<file path="config.mk">
export PLATFORM = sky130hd
export DESIGN_NAME = down_timer
export DESIGN_NICKNAME = d
export VERILOG_FILES = /design/src/rtl/down_timer.sv
export SDC_FILE = /design/constraint.sdc
export NUM_CORES = 1
export LEC_CHECK = 0
export ABC_AREA = 1
export CAP_MARGIN = 20
export CELL_PAD_IN_SITES_DETAIL_PLACEMENT = 1
export CELL_PAD_IN_SITES_GLOBAL_PLACEMENT = 2
export CORE_ASPECT_RATIO = 1.5
export CORE_MARGIN = 2
export CORE_UTILIZATION = 27
export DETAILED_ROUTE_END_ITERATION = 10
export HOLD_SLACK_MARGIN = 0.08
export PLACE_DENSITY_LB_ADDON = 0.1
export SLEW_MARGIN = 20
export SYNTH_ARGS = -nofsm -noshare
export SYNTH_HDL_FRONTEND = slang
export SYNTH_SLANG_ARGS = --single-unit
</file>
<file path="constraint.sdc">
create_clock -name clock -period 2.93 [get_ports clock]
set_clock_uncertainty 0.1 [all_clocks]
set_input_delay 0.4395 -clock clock [delete_from_list [all_inputs] [get_ports clock]]
set_output_delay 0.4395 -clock clock [all_outputs]
set_load 0.03 [all_outputs]
</file>
<file path="src/rtl/down_timer.sv">
`default_nettype none
// ============================================================================
// Module   : down_timer
// Purpose  : Loadable down-counter/timer with one-shot and periodic modes.
// Revision : 1.0 - initial release
// ============================================================================
module down_timer #(
    parameter int WIDTH = 8
) (
    input  logic             clock,
    input  logic             clear,
    input  logic             start,
    input  logic             stop,
    input  logic             enable,
    input  logic             auto_reload,
    input  logic [WIDTH-1:0] load_value,
    output logic [WIDTH-1:0] Q,
    output logic             busy,
    output logic             tc
);

    typedef enum logic [0:0] {
        ST_IDLE = 1'b0,
        ST_RUN  = 1'b1
    } state_t;

    localparam logic [WIDTH-1:0] c_ONE  = {{(WIDTH-1){1'b0}}, 1'b1};
    localparam logic [WIDTH-1:0] c_ZERO = '0;

    state_t           state_q;
    logic [WIDTH-1:0] count_q;
    logic [WIDTH-1:0] reload_q;
    logic             tc_q;

    always_ff @(posedge clock) begin
        if (clear) begin
            state_q  <= ST_IDLE;
            count_q  <= c_ZERO;
            reload_q <= c_ZERO;
            tc_q     <= 1'b0;
        end else begin
            tc_q <= 1'b0;
            case (state_q)
                ST_IDLE: begin
                    if (start) begin
                        count_q  <= load_value;
                        reload_q <= load_value;
                        state_q  <= ST_RUN;
                    end
                end
                ST_RUN: begin
                    if (stop) begin
                        state_q <= ST_IDLE;
                    end else if (start) begin
                        count_q  <= load_value;
                        reload_q <= load_value;
                    end else if (enable) begin
                        if (count_q != c_ZERO) begin
                            count_q <= count_q - c_ONE;
                        end else begin
                            // Zero is processed for one full cycle before tc fires.
                            tc_q <= 1'b1;
                            if (auto_reload) begin
                                count_q <= reload_q;
                            end else begin
                                state_q <= ST_IDLE;
                            end
                        end
                    end
                end
                default: state_q <= ST_IDLE;
            endcase
        end
    end

    assign Q    = count_q;
    assign busy = (state_q == ST_RUN);
    assign tc   = tc_q;

endmodule
`default_nettype wire

</file>
Word level (Yosys, flattened, before mapping)

Index checks and enable logic that the tools add are counted.

Bits in registers: 18
Input bits: 14

Add/sub/neg operators: 1
Equality and inequality tests: 4
Muxes and demuxes: 18
Bitwise gates (word level): 2
Reduce and logical (&&, ||, !) cells: 3

Operators with widths:

| kind                                                   | count |
|---|---|
| 2-to-1 mux 8 bit                                       | 8 |
| case mux 8 bit (2 select lines)                        | 2 |
| nonzero test 8 bit                                     | 1 |
| subtractor 8 x 1 -> 8 bit (second input constant)      | 1 |
| 2-to-1 mux 1 bit                                       | 7 |
| OR reduction 5 bit                                     | 1 |
| inequality test 2 bit (second input constant)          | 2 |
| inequality test 4 x 3 -> 1 bit (second input constant) | 1 |
| AND reduction 4 bit                                    | 1 |
| inequality test 3 bit (second input constant)          | 1 |
| NOT 1 bit                                              | 2 |
| case mux 1 bit (2 select lines)                        | 1 |

Depth between registers and ports, before layout

Gate-level depths: netlist of run 1.

Word-level depth: 6
Depth in mapped cells: 11
Depth with buffers taken out: 10

Least setup slack after synthesis of run 1

OpenSTA, ideal clock, no wires.

Kind: register to register
Start point: reg count_q[0] (netlist: Q[0])
End point: reg count_q[3] (netlist: Q[3])
Setup time: 0.116 ns
Arrival time: 1.481 ns
Required time: 2.714 ns
Path slack: 1.233 ns
Cell stages (with the launch flop): 12
Buffers on the path: 1
Clock period less this slack: 1.697 ns
Cell sequence: dfxtp_1 inv_1 ha_1 inv_1 nor2_1 nand3_2 nand2_2 nand2_2 buf_6 nand2_1 nor2_1 nor2_1

Cells in the longest elaborated chain, start to end: 6
Elaborated cells between the ends (all ways): 9
Those cells by class: add/sub: 1; eq/ne: 1; mux: 5; reduce/logical: 2

Ends and longest elaborated chain:

| item                                                            | line   | RTL |
|---|---|---|
| start: declaration                                              | 31     | `logic [WIDTH-1:0] count_q;` |
| start signal: assignment                                        | 38     | `count_q <= c_ZERO;` |
| start signal: assignment                                        | 46     | `count_q <= load_value;` |
| start signal: assignment                                        | 55     | `count_q <= load_value;` |
| subtractor 8 x 1 -> 8 bit or nonzero test 8 bit (tied branches) | 59, 58 |  |
| 2-to-1 mux 8 bit                                                | 58     | `if (count_q != c_ZERO) begin` |
| 2-to-1 mux 8 bit                                                | 57     | `end else if (enable) begin` |
| 2-to-1 mux 8 bit                                                | 54     | `end else if (start) begin` |
| 2-to-1 mux 8 bit                                                | 52     | `if (stop) begin` |
| case mux 8 bit (2 select lines)                                 | 43     | `case (state_q)` |

Parallel ways exist; a longest one is shown, timed or not. The select of a mux whose other input is x is not followed.
A chain may end at the register's enable or synchronous reset.

Final worst setup path of run 1

Start point: reg count_q[3] (netlist: Q[3])
End point: out Q[3]

RTL lines:

| item             | line | RTL |
|---|---|---|
| end: declaration | 17   | `output logic [WIDTH-1:0] Q,` |

No word-level cell between the ends.

==> results.py, run 1 <==
metrics = {
    "finish": {
        "drive_above_1_share_pct": 8.00,
        "antenna_cells": 0,
        "multi_input_area_um2": 608,
        "finalNetCount": 217,
        "fillers": 525,
        "seqCellArea_um2": 360,
        "design_area_um2": 1400,
        "final_util_pct": 35.9,
        "syn2layout_area_growth_pct": 29.9,
    },
    "logic_synthesis": {
        "avgSynthCellArea_um2": 6.11,
        "ys_warn_count": 0,
        "async_reset_ff_share_pct": 0,
        "yosysSeqAreaShare_pct": 33.5,
        "synth_top_area_share_pct": 33.5,
        "synthesis.nets": 192,
        "syn_inst": 176,
        "synth_top_cell_by_area": "dfxtp_1",
        "synth_seq_cells": 18,
        "yosysMostFrequentCell": "nand2_1",
        "syn_area_um2": 1070,
        "synth_cell_types": 21,
        "synthFlopType": "dfxtp_1",
        "synth_common_cells": "nand2_1, nor2_1, inv_1",
        "yosys-top-cells-area": "dfxtp_1, nand2_1, nor2_1",
        "synth_edf_count": 0,
    },
    "global_route": {
        "grt_use_total_pct": 15.0,
        "grt-ovfl-total": 0,
        "grt_pass1_wl_mm": 5.39,
        "grt_max_degree": 17,
        "first_global_vias": 1158,
        "grt_antenna_before_repair": 0,
    },
    "sta": {
        "finalCritPeriodShare_pct": 68.7,
        "max_slew_margin_pct": 67.8,
        "fmax_mhz": 497,
        "hold_viol": 0,
        "drv_slew": 0,
        "worst_pin_slew_ns": 0.481,
        "finalSetupTns_ns": 0,
        "rsz0062_at_grt": "no",
        "layout_min_cycle_time_ns": 2.01,
        "setup_violations": 0,
    },
    "worst_setup_path": {
        "worstPathRequired_ns": 2.39,
        "critPathMaxStageDelay_ns": 0.73,
        "worstSetupStartpointType": "flop",
        "cp_cell_sequence": "clkdlybuf4s50_1",
        "crit_path_start": "Q[3]$_SDFFE_PP0P_",
        "reg2reg_from": "Q[0]$_SDFFE_PP0P_",
        "crit_fanout": 6,
        "critPathKind": "flop to output pin",
        "critPathCaptureType": "output pin",
        "cp_top_family": "buffers and inverters",
        "crit_arrival_ns": 1.47,
        "crit_path_top_delay_cell": "clkdlybuf4s50_1",
        "r2r_slack_ns": 1.05,
        "critPathBufInv": 1,
    },
    "worst_hold_path": {
        "min_from": "reload_q[1]$_SDFFE_PP0P_",
        "min_path_type": "flop to flop",
    },
    "clock_network": {
        "cts_made_buffers": 3,
        "cts_tree": "done",
        "clk_latency_ns": 0.25,
        "clockBufferDepth": 2,
        "cts.clk_slew.worst_paths_ns": 0.07,
        "htree_levels": 1,
        "cts_num_sinks": 18,
        "cts-root-buf": "clkbuf_8",
        "post_cts.repair.setup_buffers": 0,
        "postCtsResizedCells": 0,
        "cts_hold_buf": 0,
    },
    "route": {
        "wirelength_mm": 3.11,
        "ant_nets": 0,
        "drc_errors": 0,
        "via_per_inst": 4.57,
        "wl_per_cell_um": 12.7,
        "dr_total_vias": 1120,
        "first_iter_violations": 6,
        "detail_route.first_pass.iterations": 4,
    },
    "power": {
        "peakVddDrop_uv": 315,
        "p_leak_nw": 0.646,
        "power.total_w": 0.000712,
        "power.density_nw_per_um2": 510,
    },
    "floorplanning": {
        "die_area_um2": 4510,
        "io_pins": 24,
        "core_area_um2": 3890,
        "rows": 28,
        "start_util_pct": 27.6,
        "die_width_um": 55.5,
        "dieHeight_um": 81.3,
    },
    "placement": {
        "dp_hpwl_mm": 2.55,
        "numPortBuffers": 23,
        "place.gp.congestion": 0.843,
        "placed_cell_area_um2": 1340,
    },
    "flow_run": {
        "maxCapViolCount": 0,
    },
    "outcome": {
        "status": "finished, final reports clean",
    },
}
[power by group]
group	internal, W	switching (W)
registers	0.000265	0.0000196
logic	0.0000866	0.000139
clock network	0.000119	0.0000821
[layout by cell type (no fill, tap or decap), drive strengths merged]
master	count
dfxtp	18
nor4	1
nand3	12
inv	23
clkdlybuf4s50	23
o21ai	15
clkbuf	4
nor2	42
and2	1
nand2	45
o21bai	3
a21oi	10
ha	2
nand4	1
[state kept, by name, indices dropped and copies added (netlist names)]
signal / cells
reload_q: 8
tc: 1
Q: 8
busy: 1
[cell type report]
cell class	instances	area share, %
multi-input cells	132	43.5
flip-flops and latches	18	25.8
repair buffers	23	16.5
inverters	23	6.18
well taps	45	4.03
clock buffers	4	3.94
[final timing paths]
kind                               to  depth (start not counted)
max                              Q[3]                          1
min          reload_q[1]$_SDFFE_PP0P_                          2
max reg2reg         Q[3]$_SDFFE_PP0P_                          9
min reg2reg  reload_q[1]$_SDFFE_PP0P_                          2
[cells by family (layout without fill, tap and decap cells)]
family | count (synthesis) | in the layout | share of synthesized area, %
adders and majority gates | 2 | 2 | 2.33
buffers and inverters | 26 | 50 | 9.89
DFF | 18 | 18 | 33.5
AOI/OAI and AO/OA | 28 | 28 | 13.7
and+or+nand+nor | 102 | 102 | 40.5
[per-stage QoR]
stage | std cells | setup slack, ns | hold WS [ns]
after floorplan | 176 | 1.23 | 0.329
after global placement | 241 | 0.890 | 0.347
after detailed placement | 241 | 0.779 | 0.359
after CTS | 245 | 0.905 | 0.370
after global routing | 245 | 0.841 | 0.394
final | 245 | 0.916 | 0.361
[per-layer routing]
layer	wire length, um	track usage, %	vias up
met4	44	7.07	0
met2	1620	27.3	18
met3	65	1.43	4
met1	1380	17.5	500
li1	-	-	598
met5	0	0	-
[worst register-to-register path: cells and delay by family, from the launching register on]
kind	cells	cell delay, ns
AOI/OAI and AO/OA	1	0.28
DFF	1	0.35
and+or+nand+nor	5	0.63
buffers and inverters	2	0.20
adders and majority gates	1	0.23
Power figures use the tool's default switching activity.
==> run 2: changes to the inputs <==
--- a/config.mk
+++ b/config.mk
@@ -11,7 +11,7 @@
 export CELL_PAD_IN_SITES_GLOBAL_PLACEMENT = 2
 export CORE_ASPECT_RATIO = 1.5
 export CORE_MARGIN = 2
-export CORE_UTILIZATION = 27
+export CORE_UTILIZATION = 23
 export DETAILED_ROUTE_END_ITERATION = 10
 export HOLD_SLACK_MARGIN = 0.08
 export PLACE_DENSITY_LB_ADDON = 0.1
==> constraint.sdc (replaced) <==
create_clock -name clock -period 1.67 [get_ports clock]
set_clock_uncertainty 0.1 [all_clocks]
set_input_delay 0.2505 -clock clock [delete_from_list [all_inputs] [get_ports clock]]
set_output_delay 0.2505 -clock clock [all_outputs]
set_load 0.03 [all_outputs]
==> run 2 against run 1 <==
  * Die area is 16% higher
  * Clock power grew 53%
  * Power increased by 78%
==> results.py, run 2 (synthesis gave the netlist of run 1 again) <==
metrics = {
    "finish": {
        "final_util_pct": 34.5,
        "drive_above_1_share_pct": 18.3,
        "final_common_cell": "nand2_1",
        "design_area_um2": 1550,
        "finalNetCount": 236,
        "layout_common_cells": "nand2_1, nor2_1, inv_1",
        "syn2layout_area_growth_pct": 44.6,
        "antenna_cells": 0,
        "fillers": 602,
    },
    "route": {
        "drc_errors": 0,
        "wirelength_mm": 3.42,
        "first_iter_violations": 25,
        "wl_per_cell_um": 12.9,
        "dr_total_vias": 1197,
        "ant_nets": 0,
        "detail_route.first_pass.iterations": 3,
        "via_per_inst": 4.50,
    },
    "clock_network": {
        "cts.clk_slew.worst_paths_ns": 0.07,
        "cts_tree": "done",
        "htree_levels": 1,
        "cts-root-buf": "clkbuf_8",
        "clk_latency_ns": 0.25,
        "clockBufferDepth": 2,
        "cts_made_buffers": 3,
        "cts_num_sinks": 18,
    },
    "sta": {
        "max_slew_margin_pct": 75.3,
        "hold_viol": 0,
        "whs_ns": 0.353,
        "fmax_mhz": 634,
        "setup_violations": 0,
        "worst_pin_slew_ns": 0.370,
        "timing.final.ws_setup_ns": 0.0928,
        "drv_slew": 0,
        "layout_min_cycle_time_ns": 1.58,
        "finalCritPeriodShare_pct": 94.4,
    },
    "floorplanning": {
        "die_area_um2": 5250,
        "dieHeight_um": 87.7,
        "start_util_pct": 23.9,
        "rows": 30,
        "die_width_um": 59.8,
        "io_pins": 24,
        "core_area_um2": 4500,
    },
    "worst_setup_path": {
        "r2r_cells": 10,
        "critPathMaxStageDelay_ns": 0.66,
        "cp_top_family": "buffers and inverters",
        "worstSetupStartpointType": "flop",
        "crit_path_top_delay_cell": "clkdlybuf4s50_1",
        "critPathCaptureType": "output pin",
        "crit_cells": 1,
        "reg2reg_to": "Q[3]$_SDFFE_PP0P_",
        "r2r_slack_ns": 0.12,
        "worstPathRequired_ns": 1.32,
        "reg2reg_from": "Q[0]$_SDFFE_PP0P_",
        "cp_cell_sequence": "clkdlybuf4s50_1",
        "critPathKind": "flop to output pin",
        "crit_fanout": 1,
        "crit_arrival_ns": 1.23,
        "critPathBufInv": 1,
    },
    "global_route": {
        "grt_pass1_wl_mm": 5.69,
        "grt_antenna_before_repair": 0,
        "grt_max_degree": 14,
        "grt_use_total_pct": 14.1,
        "first_global_vias": 1229,
        "grt-ovfl-total": 0,
    },
    "worst_hold_path": {
        "hold-path-endpoint": "reload_q[5]$_SDFFE_PP0P_",
        "min_path_type": "flop to flop",
        "hold_depth": 2,
        "min_from": "reload_q[5]$_SDFFE_PP0P_",
    },
    "flow_run": {
        "maxCapViolCount": 0,
    },
    "power": {
        "power.density_nw_per_um2": 815,
        "power.total_w": 0.00127,
        "peakVddDrop_uv": 279,
        "p_leak_nw": 0.776,
        "p_switching_w": 0.000444,
        "p_comb_share_pct": 36.7,
        "seqPwrFrac_pct": 39.0,
        "internal_power_w": 0.000822,
        "swShare_pct": 35.1,
        "clkPwrFrac_pct": 24.3,
    },
    "placement": {
        "placed_cell_area_um2": 1470,
        "pre_cts_ws_ns": -0.0446,
        "numPortBuffers": 23,
        "dp_hpwl_mm": 2.79,
        "place.gp.congestion": 0.758,
    },
    "outcome": {
        "status": "finished, final reports clean",
    },
}
==> run 2: changes by cell type in the layout (fill, tap and decap cells not counted), sizes merged <==
cell,delta
dlygate4sd2,+8
buf,+18
dlymetal6s2s,+1
nand2,+1
clkbuf,-1
clkdlybuf4s50,-9
==> run 2: power by group through the flow <==
stage	Combinational (W)	Sequential [W]	Clock [W]
finish	0.000464	0.000494	0.000307
global route	0.000523	0.000500	0.000342
floorplan	0.000225	0.000541	0
CTS	0.000449	0.000495	0.000330
detailed placement	0.000460	0.000506	0
global placement	0.000453	0.000504	0
==> run 2: area by class of cell <==
cell class	count	area [um^2]	share of cell area [%]
Tap cell	48	60.1	3.86
Multi-Input combinational cell	133	647	41.6
Clock buffer	3	41.3	2.66
Timing Repair Buffer	41	358	23.0
Sequential cell	18	362	23.3
Inverter	23	86.3	5.56
==> run 2: how the worst max path moves through the flow <==
stage,slack [ns],end,from
floorplan,0.03,Q[3]$_SDFFE_PP0P_,Q[1]$_SDFFE_PP0P_
global placement,0.01,Q[2]$_SDFFE_PP0P_,stop
detailed placement,-0.04,Q[0]$_SDFFE_PP0P_,stop
CTS,0.006,Q[0]$_SDFFE_PP0P_,Q[0]$_SDFFE_PP0P_
global route,-0.001,Q[2]$_SDFFE_PP0P_,Q[0]$_SDFFE_PP0P_
finish,0.09,tc,tc$_SDFF_PP0_
==> run 2: worst reg2reg max path: cells and delay by family, from the launching register on <==
family	cells	cell delay, ns
buffers and inverters	3	0.32
DFF	1	0.33
adders and majority gates	1	0.19
AOI/OAI and AO/OA	1	0.15
and+or+nand+nor	5	0.37
==> run 2: per-stage QoR <==
step | std cells | TNS (ns)
after floorplan | 176 | 0
after global placement | 261 | 0
after detailed placement | 261 | -0.115
after CTS | 264 | 0
after global routing | 266 | -0.00116
final | 266 | 0
==> run 2: what timing repair did <==
item                                    CTS  global route
resized for setup                         8            10
pin swaps                                 0             3
setup buffers                             0             1
cloned                                    0             1
endpoints found under the setup margin    8             9
hold buffers                              0             0
==> run 2: layer usage <==
metal  routed length (um)  share of wire (%)  vias up  global-route usage (%)
li1                     -                  -      634                       -
met2                 1780                 52       15                    25.0
met5                    0                  0        -                       0
met3                   67                2.0        4                    1.33
met1                 1520                 44      544                    17.2
met4                   51                1.5        0                    4.85
==> run 3: changes to the inputs <==
--- a/config.mk
+++ b/config.mk
@@ -15,6 +15,7 @@
 export DETAILED_ROUTE_END_ITERATION = 10
 export HOLD_SLACK_MARGIN = 0.08
 export PLACE_DENSITY_LB_ADDON = 0.1
+export SETUP_SLACK_MARGIN = 0.02
 export SLEW_MARGIN = 20
 export SYNTH_ARGS = -nofsm -noshare
 export SYNTH_HDL_FRONTEND = slang
==> run 3 against run 2 <==
  * Register-to-register slack barely moved
  * Global-route usage did not move
  * First-iteration DRC count down 28%
  * Cell area about the same
  * Cell count did not move
  * Non-clock buffer count unchanged
  * Worst setup slack stayed put
  * Flip-flop and latch count is the same
  * Power barely moved
  * Largest cell class unchanged
  * Largest power group unchanged
  * Highest routed layer unchanged
==> results.py, run 3 (synthesis gave the netlist of run 1 again) <==
metrics = {
    "outcome": {
        "status": "finished, final reports clean",
    },
    "clock_network": {
        "cts-root-buf": "clkbuf_8",
        "htree_levels": 1,
        "clk_latency_ns": 0.25,
        "clockBufferDepth": 2,
        "cts.clk_slew.worst_paths_ns": 0.07,
        "cts_num_sinks": 18,
        "cts_made_buffers": 3,
        "cts_tree": "done",
        "cts_hold_buf": 0,
    },
    "worst_setup_path": {
        "critPathMaxStageDelay_ns": 0.66,
        "critPathBufInv": 1,
        "critPathKind": "flop to output pin",
        "worstSetupStartpointType": "flop",
        "critPathCaptureType": "output pin",
        "crit_arrival_ns": 1.23,
        "crit_fanout": 1,
        "crit_path_top_delay_cell": "clkdlybuf4s50_1",
        "worstPathRequired_ns": 1.32,
        "cp_cell_sequence": "clkdlybuf4s50_1",
        "cp_top_family": "buffers and inverters",
    },
    "finish": {
        "syn2layout_area_growth_pct": 44.5,
        "finalNetCount": 236,
        "final_common_cell": "nand2_1",
        "drive_above_1_share_pct": 19.7,
        "fillers": 602,
        "layout_common_cells": "nand2_1, nor2_1, inv_1, buf_4, dfxtp_1",
        "antenna_cells": 0,
    },
    "route": {
        "first_iter_violations": 18,
        "ant_nets": 0,
        "via_per_inst": 4.52,
        "wirelength_mm": 3.41,
        "dr_total_vias": 1202,
        "drc_errors": 0,
        "detail_route.first_pass.iterations": 3,
        "wl_per_cell_um": 12.8,
    },
    "sta": {
        "max_slew_margin_pct": 75.3,
        "drv_slew": 0,
        "fmax_mhz": 634,
        "hold_viol": 0,
        "worst_pin_slew_ns": 0.370,
        "finalSetupTns_ns": 0,
        "layout_min_cycle_time_ns": 1.58,
        "setup_violations": 0,
        "rsz0062_at_grt": "no",
        "finalCritPeriodShare_pct": 94.4,
    },
    "global_route": {
        "grt_use_total_pct": 14.1,
        "grt_pass1_wl_mm": 5.69,
        "first_global_vias": 1229,
        "grt_antenna_before_repair": 0,
        "grt_max_degree": 14,
        "grt-ovfl-total": 0,
    },
    "floorplanning": {
        "core_area_um2": 4500,
        "die_area_um2": 5250,
        "start_util_pct": 23.9,
        "io_pins": 24,
        "rows": 30,
        "dieHeight_um": 87.7,
        "die_width_um": 59.8,
    },
    "placement": {
        "dp_hpwl_mm": 2.79,
        "numPortBuffers": 23,
        "place.gp.congestion": 0.758,
    },
    "power": {
        "power.density_nw_per_um2": 816,
        "power.total_w": 0.00127,
        "peakVddDrop_uv": 279,
        "p_leak_nw": 0.765,
    },
    "flow_run": {
        "maxCapViolCount": 0,
    },
    "worst_hold_path": {
        "min_path_type": "flop to flop",
    },
}
[run 3: cell count changes in the layout (fill, tap and decap cells not counted)]
cell	change
inv_2	+2
inv_1	-2
dlymetal6s2s_1	-1
dlygate4sd2_1	+1
nor2_1	-1
nor2_2	+1
[run 3: what timing repair did]
item	in CTS	in global routing
setup buffers	0	1
setup endpoints to repair	11	8
pin swaps	0	4
gates cloned	0	1
gates resized for setup	11	10
[run 3: path summary, 6_finish.rpt]
| path | start | endpoint | slack [ns] | cells past startpoint |
|---|---|---|---|---|
| max | tc$_SDFF_PP0_ | tc | 0.09 | 1 |
| min | reload_q[5]$_SDFFE_PP0P_ | reload_q[5]$_SDFFE_PP0P_ | 0.35 | 2 |
| max reg2reg | Q[1]$_SDFFE_PP0P_ | Q[3]$_SDFFE_PP0P_ | 0.12 | 10 |
| min reg2reg | reload_q[5]$_SDFFE_PP0P_ | reload_q[5]$_SDFFE_PP0P_ | 0.35 | 2 |
[run 3: cell type report]
cell class	count	area (um^2)	share of cell area [%]
clock buffer	3	41.3	2.66
tap	48	60.1	3.87
multi-input combinational	133	649	41.8
inverter	23	86.3	5.56
sequential	18	362	23.3
timing repair buffer	41	354	22.8
[run 3: power breakdown]
| part | leakage (nW) | total, W | switching, W | internal, W |
|---|---|---|---|---|
| Sequential | 0.150 | 0.000496 | 0.0000304 | 0.000465 |
| Combinational | 0.593 | 0.000463 | 0.000267 | 0.000196 |
| Clock | 0.0216 | 0.000307 | 0.000147 | 0.000160 |
[run 3: through the flow]
stage | setup WS (ns) | std cells | cell area [um^2] | hold WS, ns | utilization [%]
floorplan | 0.0285 | 176 | 1080 | 0.220 | -
global placement | 0.00981 | 261 | 1470 | 0.346 | 32.7
detailed placement | -0.0446 | 261 | 1470 | 0.348 | 32.7
CTS | 0.0334 | 264 | 1510 | 0.360 | 33.6
global route | 0.0267 | 266 | 1550 | 0.381 | 34.5
finish | 0.0928 | 266 | 1550 | 0.353 | 34.5
[run 3: metal layers]
| layer | track usage, % | vias up | part of all wire [%] |
|---|---|---|---|
| met3 | 1.33 | 4 | 1.8 |
| met5 | 0 | - | 0 |
| li1 | - | 634 | - |
| met1 | 17.2 | 549 | 44 |
| met2 | 25.0 | 15 | 52 |
| met4 | 4.85 | 0 | 1.5 |
==> patch 1 (config.mk and constraints of run 3) <==
The parameter `WIDTH` goes from 8 to 10.
--- a/src/rtl/down_timer.sv
+++ b/src/rtl/down_timer.sv
@@ -5,7 +5,7 @@
 // Revision : 1.0 - initial release
 // ============================================================================
 module down_timer #(
-    parameter int WIDTH = 8
+    parameter int WIDTH = 10
 ) (
     input  logic             clock,
     input  logic             clear,
Ports: changed (resized Q and load_value); port bits go from 24 to 28. The function was not compared with the original's and may differ.
==> patch 1 against run 3 <==
Sequential power rose by 22%; synthesized area grew 19%; total power grew 28%; routed wire length rose by 30%; maximum frequency shrank 1.7%; cell area up 29%; largest power group unchanged; critical path depth increased by 9; worst setup slack got worse by 28 ps; highest routed layer unchanged; sequential cell count increased by 4; non-clock buffer count up 16.
==> patch 1: results (changes against run 3) <==
[cts]
postCtsSetupRepairBufs=3  ; +3
clkTransAtPathRegs_ps=90  ; +20 ps
htreeDepth=1  ; unchanged
postCtsResizedCells=14  ; +3

[route]
firstDrtPassIters=4  ; +1
drtIter0Drc=23  ; +5
wl_met2_um=2350  ; +32%
wl_met3_um=122  ; +94%
wl_met1_um=1930  ; +27%
via_count=1489  ; +24%
wl_per_cell_um=13.5  ; +5.7%

[synthesis]
synthTopCellsByArea=dfxtp_1, nor2_1, nand2_1
synth_compound_area_frac=0.109  ; -0.0282
synth_commonest_cells=nor2_1, nand2_1, dfxtp_1
yosysSeqAreaShare=0.343  ; +0.00781
synthAdderAreaFrac=0.00975  ; -0.0135
syn_nets=219  ; +14%
synth.distinct_cells=23  ; +9.5%
yosys.area_share.xor_xnor=0.0136  ; +0.0136

[global_routing]
grt_usage=0.154  ; +0.0128
grt_use_met1=0.184  ; +0.0120
met3_usage=0.0142  ; +0.000874
grt_pass1_vias=1554  ; +26%
grt_pass1_wl_um=7410  ; +30%
met2_usage=0.290  ; +0.0395

[run_status]
outcome=complete, no violations

[pwr]
p_leak_nw=0.937  ; +23%
p_int_mw=1.05  ; +28%

[placement]
numPortBuffers=27  ; +17%
dp_cells=320  ; +23%
dpl.hpwl_um=3520  ; +26%
gp_congestion=0.768  ; +1.3%
post-place-ws_ps=-214  ; -170 ps

[worst_setup_path]
slowest_delay_ps=340  ; -320 ps
crit_family=simple AND/OR/NAND/NOR gates
cp_max_fo=8  ; +7

[finish]
fillers=694  ; +15%
multi_input_cells=156  ; +17%
multi_input_area_share=0.413  ; -0.00520
clkCellAreaFrac=0.0275  ; +0.000943
nClkBuffers=4  ; +1
layout.nets=275  ; +17%
seq_area_frac=0.222  ; -0.0107
final.signal_inverter_count=18  ; -22%
seq_cells=22  ; +4

## patch 1: power groups by stage
stage / Sequential (mW) / Clock [mW] / Combinational (mW)
5_1_grt: 0.613 / 0.443 / 0.672
3_3_place_gp: 0.616 / 0 / 0.562
3_5_place_dp: 0.617 / 0 / 0.575
6_report: 0.606 / 0.409 / 0.606
2_1_floorplan: 0.665 / 0 / 0.262
4_1_cts: 0.605 / 0.425 / 0.580
## patch 1: worst paths after layout
check                                 start  depth (start not counted)  slack (ps)          end
worst max-delay path                   Q[1]                         10          70         Q[1]
worst min-delay path            reload_q[1]                          2         380  reload_q[1]
worst max register to register         Q[1]                         10          70         Q[1]
worst min register to register  reload_q[1]                          2         380  reload_q[1]
## patch 1: through the flow
| stage | power, mW | area, sq um |
|---|---|---|
| finish | 1.62 | 2000 |
| global route | 1.73 | 2000 |
| CTS | 1.61 | 1910 |
| detailed placement | 1.19 | 1830 |
| global placement | 1.18 | 1830 |
| floorplan | 0.927 | 1290 |
==> patch 2 (config.mk and constraints of run 3) <==
Made on the original files. Put one more register stage on the output `Q`. The value now appears one clock later. The other outputs are not delayed to match.
--- a/src/rtl/down_timer.sv
+++ b/src/rtl/down_timer.sv
@@ -73,7 +73,9 @@
         end
     end
 
-    assign Q    = count_q;
+    always_ff @(posedge clock) begin
+        Q <= count_q;
+    end
     assign busy = (state_q == ST_RUN);
     assign tc   = tc_q;
 
Formal check against the unedited RTL: not equivalent (a bounded check fails within 4 cycles, from zero or initial values).
==> patch 2 against run 3 <==
Total power up 26%; via count down 0.42%; sequential power up 41%; die area up 16%; highest routed layer unchanged; cell area up 13%; global-route usage down 1.5 points; sequential cell count up 8; worst setup slack worse by 24 ps; non-clock buffer count down 3; routed wire length up 3.5%; synthesized area up 17%; maximum frequency down 1.5%; count of clock-buffer cells in the layout up 1.
==> patch 2: results (changes against run 3) <==
[route]
wl_met3_um=76  ; +21%
wl_met1_um=1590  ; +5.4%
top_layer=met4
wl_met2_um=1840  ; +3.1%
ant_nets=0  ; unchanged
drtIter0Drc=39  ; +21
wl_um=3530  ; +3.5%
via_per_inst=4.11  ; -9.0%
firstDrtPassIters=4  ; +1

[pwr]
ir_worst_vdd_mv=0.281  ; +0.86%
p_leak_nw=0.822  ; +7.5%

[global_routing]
met2_usage=0.233  ; -0.0174
grt_use_met1=0.151  ; -0.0216
met3_usage=0.0143  ; +0.00101
grt_pass1_wl_um=5990  ; +5.2%
grt_pass1_vias=1237  ; +0.65%
grt_usage=0.126  ; -0.0151
grt_max_degree=15  ; +1

[worst_setup_path]
slowest_delay_ps=670
worstReg2RegStart=count_q[1]
rrSetupSlack_ps=100  ; -20 ps
crit_start=Q[3]
r2r_end=count_q[1]
rr_worst_depth=10  ; unchanged
endpoint=Q[3]
slowest_stage=clkdlybuf4s50_1

[hold_path]
whs_path_depth=0  ; -2
whs_endpoint=Q[7]
hold_class=reg -> reg
hp-start=count_q[7]

[placement]
gp_congestion=0.783  ; +3.4%
dpl.hpwl_um=2890  ; +3.5%
numPortBuffers=23  ; unchanged

[synthesis]
ys_warn_count=0  ; unchanged
syn_nets=198  ; +3.1%
yosysSeqAreaShare=0.414  ; +0.0791
async_flop_share=0  ; unchanged
synth_commonest_cells=nand2_1, nor2_1, dfxtp_1
synthTopCellsByArea=dfxtp_1, nand2_1, nor2_1
synth.distinct_cells=25  ; +19%

[finish]
seq_area_sq_um=520  ; +44%
num-nonclk-buffers=38  ; -7.3%
fillers=707  ; +17%
clkCellAreaFrac=0.0315  ; +0.00486
multi_input_cells=129  ; -3.0%
buf_share=0.205  ; -0.0229
nClkBuffers=4  ; +1
layout.nets=238  ; +0.85%
layout-drive-gt1-share=0.181  ; -0.0163
multi_input_area_share=0.365  ; -0.0537
final.signal_inverter_count=24  ; +4.3%
reg_top3=Q: 8 flops, count_q: 8 flops, reload_q: 8 flops

[cts]
clkLatencyLatePin_ps=270  ; +20 ps
clkTransAtPathRegs_ps=90  ; +20 ps
postCtsResizedCells=2  ; -9
postCtsSetupRepairBufs=0  ; unchanged
cts_num_sinks=26  ; +8

[sta]
fin_hold_ws_ps=273  ; -80.3 ps
worst_slew_pin_slew_ps=441  ; +70.6 ps

[run_status]
outcome=complete, no violations

patch 2: per-stage QoR:
step / cells / setup slack, ps / cell area [sq um] / TNS [ps] / util
after floorplan: 182 / 158 / 1260 / 0 / -
after detailed placement: 287 / -173 / 1680 / -621 / 0.313
final: 291 / 69.1 / 1750 / 0 / 0.326
after global routing: 291 / -15.5 / 1750 / -15.5 / 0.326
after CTS: 291 / 29.8 / 1740 / 0 / 0.324
after global placement: 287 / -124 / 1680 / -492 / 0.313
patch 2: power breakdown:
part           leakage (nW)  total [mW]  internal (mW)  switching [mW]
sequential            0.216       0.701          0.673          0.0273
clock                0.0288       0.416          0.211           0.205
combinational         0.577       0.475          0.204           0.271
patch 2: kinds of logic (layout without fill, tap and decap cells):
kind of cell    Yosys count  after routing  synth area share
buf+inv                  27             66            0.0876
simple gates             99             99             0.352
fa+ha+maj                 2              2            0.0199
xor+xnor                  1              1           0.00697
flops                    26             26             0.414
compound gates           27             27             0.120
